--- config.mk ---
export PLATFORM = sky130hd
export DESIGN_NAME = mfp_srec_ahb_byte_writer
export DESIGN_NICKNAME = d
export VERILOG_FILES = /design/src/rtl/mfp_srec_ahb_byte_writer.sv
export SDC_FILE = /design/constraint.sdc
export NUM_CORES = 1
export LEC_CHECK = 0
export BUFFER_PORTS_ARGS = -buffer_cell sky130_fd_sc_hd__buf_2
export CORE_ASPECT_RATIO = 0.8
export CORE_MARGIN = 2
export CORE_UTILIZATION = 42
export CTS_CLUSTER_DIAMETER = 40
export DETAILED_ROUTE_END_ITERATION = 8
export PLACE_DENSITY_LB_ADDON = 0.08
export RECOVER_POWER = 25
export SYNTH_ARGS = -nofsm -noshare
export SYNTH_HDL_FRONTEND = slang
export SYNTH_SLANG_ARGS = --single-unit
export TNS_END_PERCENT = 30
--- constraint.sdc ---
create_clock -name HCLK -period 8.8 [get_ports HCLK]
set_input_delay 1.32 -clock HCLK [delete_from_list [all_inputs] [get_ports HCLK]]
set_output_delay 1.32 -clock HCLK [all_outputs]
set_load 0.1 [all_outputs]
--- src/rtl/mfp_srec_ahb_byte_writer.sv ---
// mfp_srec_ahb_byte_writer
//   AHB-Lite master for the SREC loader path. Byte write requests from the
//   parser are queued in a small FIFO and issued as single byte writes with
//   pipelined address/data phases, HREADY wait states and two-cycle ERROR
//   handling.
//
//   Optional build macro: MFP_SREC_WRITER_BIG_ENDIAN_EN
//     defined   -> write lane = 3 - address[1:0] (big-endian memory images)
//     undefined -> write lane = address[1:0]     (little-endian)
//
// Ports:
//   HCLK, HRESET                   clock, synchronous active-high reset
//   in_valid/in_address/in_byte    one byte write request per valid cycle
//   in_ready                       FIFO not full (status only)
//   busy                           bytes buffered or a transfer outstanding
//   overflow, bus_error            sticky status, cleared by reset only
//   HADDR..HWRITE                  AHB-Lite master outputs
//   HREADY, HRESP                  AHB-Lite slave response
module mfp_srec_ahb_byte_writer #(
  parameter int unsigned FIFO_DEPTH     = 8,
  parameter int unsigned ADDR_KEEP_BITS = 29
) (
  input  logic        HCLK,
  input  logic        HRESET,
  input  logic        in_valid,
  input  logic [31:0] in_address,
  input  logic [7:0]  in_byte,
  output logic        in_ready,
  output logic        busy,
  output logic        overflow,
  output logic        bus_error,
  output logic [31:0] HADDR,
  output logic [2:0]  HBURST,
  output logic        HMASTLOCK,
  output logic [3:0]  HPROT,
  output logic [2:0]  HSIZE,
  output logic [1:0]  HTRANS,
  output logic [31:0] HWDATA,
  output logic        HWRITE,
  input  logic        HREADY,
  input  logic        HRESP
);

  localparam int unsigned PW        = $clog2(FIFO_DEPTH);
  localparam logic [PW:0] PTR_ONE   = 1;
  localparam logic [31:0] ADDR_MASK = 32'hFFFF_FFFF >> (32 - ADDR_KEEP_BITS);

  typedef enum logic [1:0] {
    TR_IDLE   = 2'b00,
    TR_NONSEQ = 2'b10
  } htrans_e;

  logic [39:0] fifo_q [FIFO_DEPTH];
  logic [PW:0] wr_ptr_q, wr_ptr_d;
  logic [PW:0] rd_ptr_q, rd_ptr_d;

  logic        ap_v_q, ap_v_d;
  logic [31:0] ap_addr_q, ap_addr_d;
  logic [7:0]  ap_byte_q, ap_byte_d;
  logic        ap_hold_q, ap_hold_d;
  logic        dp_v_q, dp_v_d;
  logic [31:0] hwdata_q, hwdata_d;
  logic        ovf_q, ovf_d;
  logic        berr_q, berr_d;

  logic        fifo_empty, fifo_full;
  logic        push, pop;
  logic        ap_nonseq, ap_done;
  logic [1:0]  lane;
  logic [39:0] head;
  htrans_e     htrans;

  always_comb begin
    fifo_empty = (wr_ptr_q == rd_ptr_q);
    fifo_full  = (wr_ptr_q[PW] != rd_ptr_q[PW]) &&
                 (wr_ptr_q[PW-1:0] == rd_ptr_q[PW-1:0]);
    head       = fifo_q[rd_ptr_q[PW-1:0]];

    // ap_hold_q masks the address phase after the first ERROR cycle while
    // keeping the AP contents so the transfer is reissued afterwards.
    ap_nonseq  = ap_v_q && !ap_hold_q;
    ap_done    = ap_nonseq && HREADY && !HRESP;
    push       = in_valid && !fifo_full;
    pop        = !fifo_empty && (!ap_v_q || ap_done);

`ifdef MFP_SREC_WRITER_BIG_ENDIAN_EN
    lane = ~ap_addr_q[1:0];
`else
    lane = ap_addr_q[1:0];
`endif

    wr_ptr_d  = push ? wr_ptr_q + PTR_ONE : wr_ptr_q;
    rd_ptr_d  = pop  ? rd_ptr_q + PTR_ONE : rd_ptr_q;
    ovf_d     = ovf_q | (in_valid && fifo_full);
    berr_d    = berr_q | (HRESP && !HREADY);

    ap_v_d    = ap_v_q;
    ap_addr_d = ap_addr_q;
    ap_byte_d = ap_byte_q;
    if (pop) begin
      ap_v_d    = 1'b1;
      ap_addr_d = head[39:8];
      ap_byte_d = head[7:0];
    end else if (ap_done) begin
      ap_v_d    = 1'b0;
    end

    ap_hold_d = ap_hold_q;
    if (HRESP && !HREADY) begin
      ap_hold_d = 1'b1;
    end else if (HREADY) begin
      ap_hold_d = 1'b0;
    end

    // Data phase register: loaded as the address phase completes, otherwise
    // retired by HREADY. HWDATA is kept after retirement to stay stable.
    dp_v_d   = dp_v_q;
    hwdata_d = hwdata_q;
    if (ap_done) begin
      dp_v_d   = 1'b1;
      hwdata_d = {24'b0, ap_byte_q} << {lane, 3'b000};
    end else if (HREADY) begin
      dp_v_d   = 1'b0;
    end

    htrans = ap_nonseq ? TR_NONSEQ : TR_IDLE;
  end

  always_ff @(posedge HCLK) begin
    if (push) begin
      fifo_q[wr_ptr_q[PW-1:0]] <= {in_address, in_byte};
    end
  end

  always_ff @(posedge HCLK) begin
    if (HRESET) begin
      wr_ptr_q  <= '0;
      rd_ptr_q  <= '0;
      ap_v_q    <= 1'b0;
      ap_addr_q <= '0;
      ap_byte_q <= '0;
      ap_hold_q <= 1'b0;
      dp_v_q    <= 1'b0;
      hwdata_q  <= '0;
      ovf_q     <= 1'b0;
      berr_q    <= 1'b0;
    end else begin
      wr_ptr_q  <= wr_ptr_d;
      rd_ptr_q  <= rd_ptr_d;
      ap_v_q    <= ap_v_d;
      ap_addr_q <= ap_addr_d;
      ap_byte_q <= ap_byte_d;
      ap_hold_q <= ap_hold_d;
      dp_v_q    <= dp_v_d;
      hwdata_q  <= hwdata_d;
      ovf_q     <= ovf_d;
      berr_q    <= berr_d;
    end
  end

  assign in_ready  = !fifo_full;
  assign busy      = !fifo_empty || ap_v_q || dp_v_q;
  assign overflow  = ovf_q;
  assign bus_error = berr_q;
  assign HADDR     = ap_addr_q & ADDR_MASK;
  assign HTRANS    = htrans;
  assign HWRITE    = ap_nonseq;
  assign HWDATA    = hwdata_q;
  assign HBURST    = 3'b000;
  assign HMASTLOCK = 1'b0;
  assign HPROT     = 4'b0000;
  assign HSIZE     = 3'b000;

endmodule

==> out/metrics.yaml <==
worst_setup_path:
  critPathLaunchType: "flip-flop"
  critPathCaptureType: "output port"
  arrival_ps: 3500
  critPathKind: "flip-flop to output port"
  cp_max_fo: 48
  cp.required_ps: 7480
pwr:
  p_per_area_nw_per_um2: 311.2
  p_switching_mw: 1.667
  swShare_pct: 31.83
  p_seq_share_pct: 40.9
  total_power_mw: 5.237
  p_leak_nw: 5.480
  pwr-share-clk_pct: 36.7
  internal-power_mw: 3.570
  peakVddDrop_v: 0.0001634
  p_comb_share_pct: 22.3
floorplanning:
  die_h_um: 169.6
  fp.dieW_um: 211.1
  initial_core_util_pct: 42.74
  io-pin-count: 127
  dieArea_um2: 35800
  core_um2: 33710
  rows: 60
logic_synthesis:
  ys_async_sr_fraction_pct: 0
  synthesis.area_um2: 14410
  synth_area_per_cell_um2: 17.92
  postSynthCellCount: 804
  synth_flop_cell: "edfxtp_1"
  synth_edf_count: 296
  synth_warnings: 0
  synth_cell_type_count: 40
  synth-seq-area-share_pct: 73.10
  ys_ff_latch: 378
placement:
  pre_cts_ws_ps: 4465
  portBuffers: 108
  place_congestion: 0.7714
  hpwlAfterDp_mm: 17.15
routing:
  viasPerCell: 5.467
  drt_iter0_drc: 540
  firstDrtPassIters: 5
  routed_wirelength_mm: 31.87
  num_vias: 7561
  wl_per_cell_um: 23.05
  post-route-drc-count: 0
  drtAntennaViolNets: 0
clock_network:
  root_buffer: "clkbuf_16"
  cts_tree: "done"
  htree_levels: 2
  postCtsHoldBufs: 0
  clk_latency_ps: 550
  post_cts_buffers: 0
  cts_sinks: 378
  cts-resized-gates: 0
  clk_path_buf_depth: 3
  cts_inserted_buffers: 44
  cts.clk_slew.worst_paths_ps: 50
timing:
  hold_viol_final: 0
  setup_violations: 0
  drv_slew: 0
  skew_ps: 15.33
  fmax_mhz: 207.4
  finalCritPeriodShare_pct: 54.78
  fin_crit_ps: 4821
  fin_ws_ps: 3980
  fin_setup_tns_ps: 0
  worst_slew_pin_slew_ps: 1213
  slew_headroom_pct: 18.82
  grt_setup_unrepaired: "no"
global_routing:
  grt_pass1_wl_mm: 48.21
  track_usage_pct: 18.19
  antenna_found_initial: 1
  grt_pass1_vias: 7790
  overflow: 0
  grt_max_degree: 84
cells_and_area:
  drive_gt1_share_pct: 27.53
  num-nets-final: 960
  layout_commonest_cell: "edfxtp_1"
  synthToLayoutAreaGrowth_pct: 16.82
  final_cell_mix: "296 x edfxtp_1, 79 x dfxtp_1, 78 x buf_2"
run_status:
  run_status: "completed"
flow_run:
  drv_cap: 0
hold_path:
  min_path_type: "flip-flop to flip-flop"
[kinds of logic (layout without fill, tap and decap cells)]
kind of cell | Yosys count | count (layout) | synth area share [%]
adders and majority gates | 2 | 2 | 0.1737
other | 1 | 16 | 0.02603
AOI/OAI and AO/OA | 121 | 121 | 5.212
muxes | 113 | 113 | 14.29
DFF | 378 | 378 | 73.10
and+or+nand+nor | 107 | 107 | 3.700
buffers and inverters | 76 | 206 | 2.979
xor gates and xnor gates | 6 | 6 | 0.5212
[cells in the mapped netlist (all sizes together) (5+ instances only)]
library cell,count,area (um^2)
mux2i,38,380.4
dfxtp,82,1642
buf,43,305.3
nand3,34,170.2
a211oi,37,297.8
clkbuf,29,108.9
nor2,13,51.30
a21oi,77,389.1
nor3,5,30.03
nand2,36,135.1
xor2,5,66.32
mux4,74,1667
edfxtp,296,8889
[worst max-delay path, stage by stage (launching register included)]
cell     delay (ps)
dfxtp_4        1010
xor2_2          290
or4_4           890
or3_1           410
buf_2           300
[final timing paths]
kind,to,startpoint,slack [ps],cells after the start
max,busy,rd_ptr_q[0]$_SDFFE_PP0P_,3980,4
min,HWDATA[9]$_SDFFE_PP0P_,HWDATA[9]$_SDFFE_PP0P_,450,2
min reg2reg,HWDATA[9]$_SDFFE_PP0P_,HWDATA[9]$_SDFFE_PP0P_,450,2
max reg2reg,fifo_q[0][9]$_DFFE_PP_,rd_ptr_q[0]$_SDFFE_PP0P_,5120,5
[flip-flops by register name, indices dropped and copies added (netlist names)]
name       count
bus_error      1
fifo_q       296
dp_v_q         1
ap_v_q         1
wr_ptr_q       4
ap_byte_q      8
ap_addr_q     29
rd_ptr_q       4
HWDATA        32
overflow       1
ap_hold_q      1
[power by group through the flow]
stage / clock network (mW) / registers [mW] / logic (mW)
CTS: 1.97 / 2.15 / 1.19
detailed placement: 0 / 2.18 / 1.19
global placement: 0 / 2.18 / 1.18
finish: 1.92 / 2.14 / 1.17
global route: 2.04 / 2.16 / 1.25
floorplan: 0 / 2.45 / 0.680
[per-layer routing]
layer / vias to the layer above / track usage, % / share of wire (%)
met3: 47 / 3.830 / 5.8
met4: 0 / 4.715 / 1.8
met2: 219 / 29.61 / 47
li1: 3384 / - / -
met5: - / 0 / 0
met1: 3911 / 25.09 / 45
[metrics by stage]
stage               instance area, um^2  util [%]  instances  hold slack (ps)
floorplan                         14460         -        818            432.0
global placement                  15300     45.38       1301            438.1
finish                            16830     49.92       1383            448.7
CTS                               16860     50.02       1382            452.8
detailed placement                15300     45.38       1301            445.3
global route                      16820     49.91       1382            472.9
[cell type report]
cell class,instances,area [um^2]
antenna,1,2.502
clock buffer,57,1212
clock inverter,24,351.6
fill,2727,16880
inverter,4,15.01
multi-input combinational,364,3560
sequential,378,10540
tap,434,543.0
timing repair buffer,121,604.3
No activity file was read; power rests on OpenSTA's default activity.
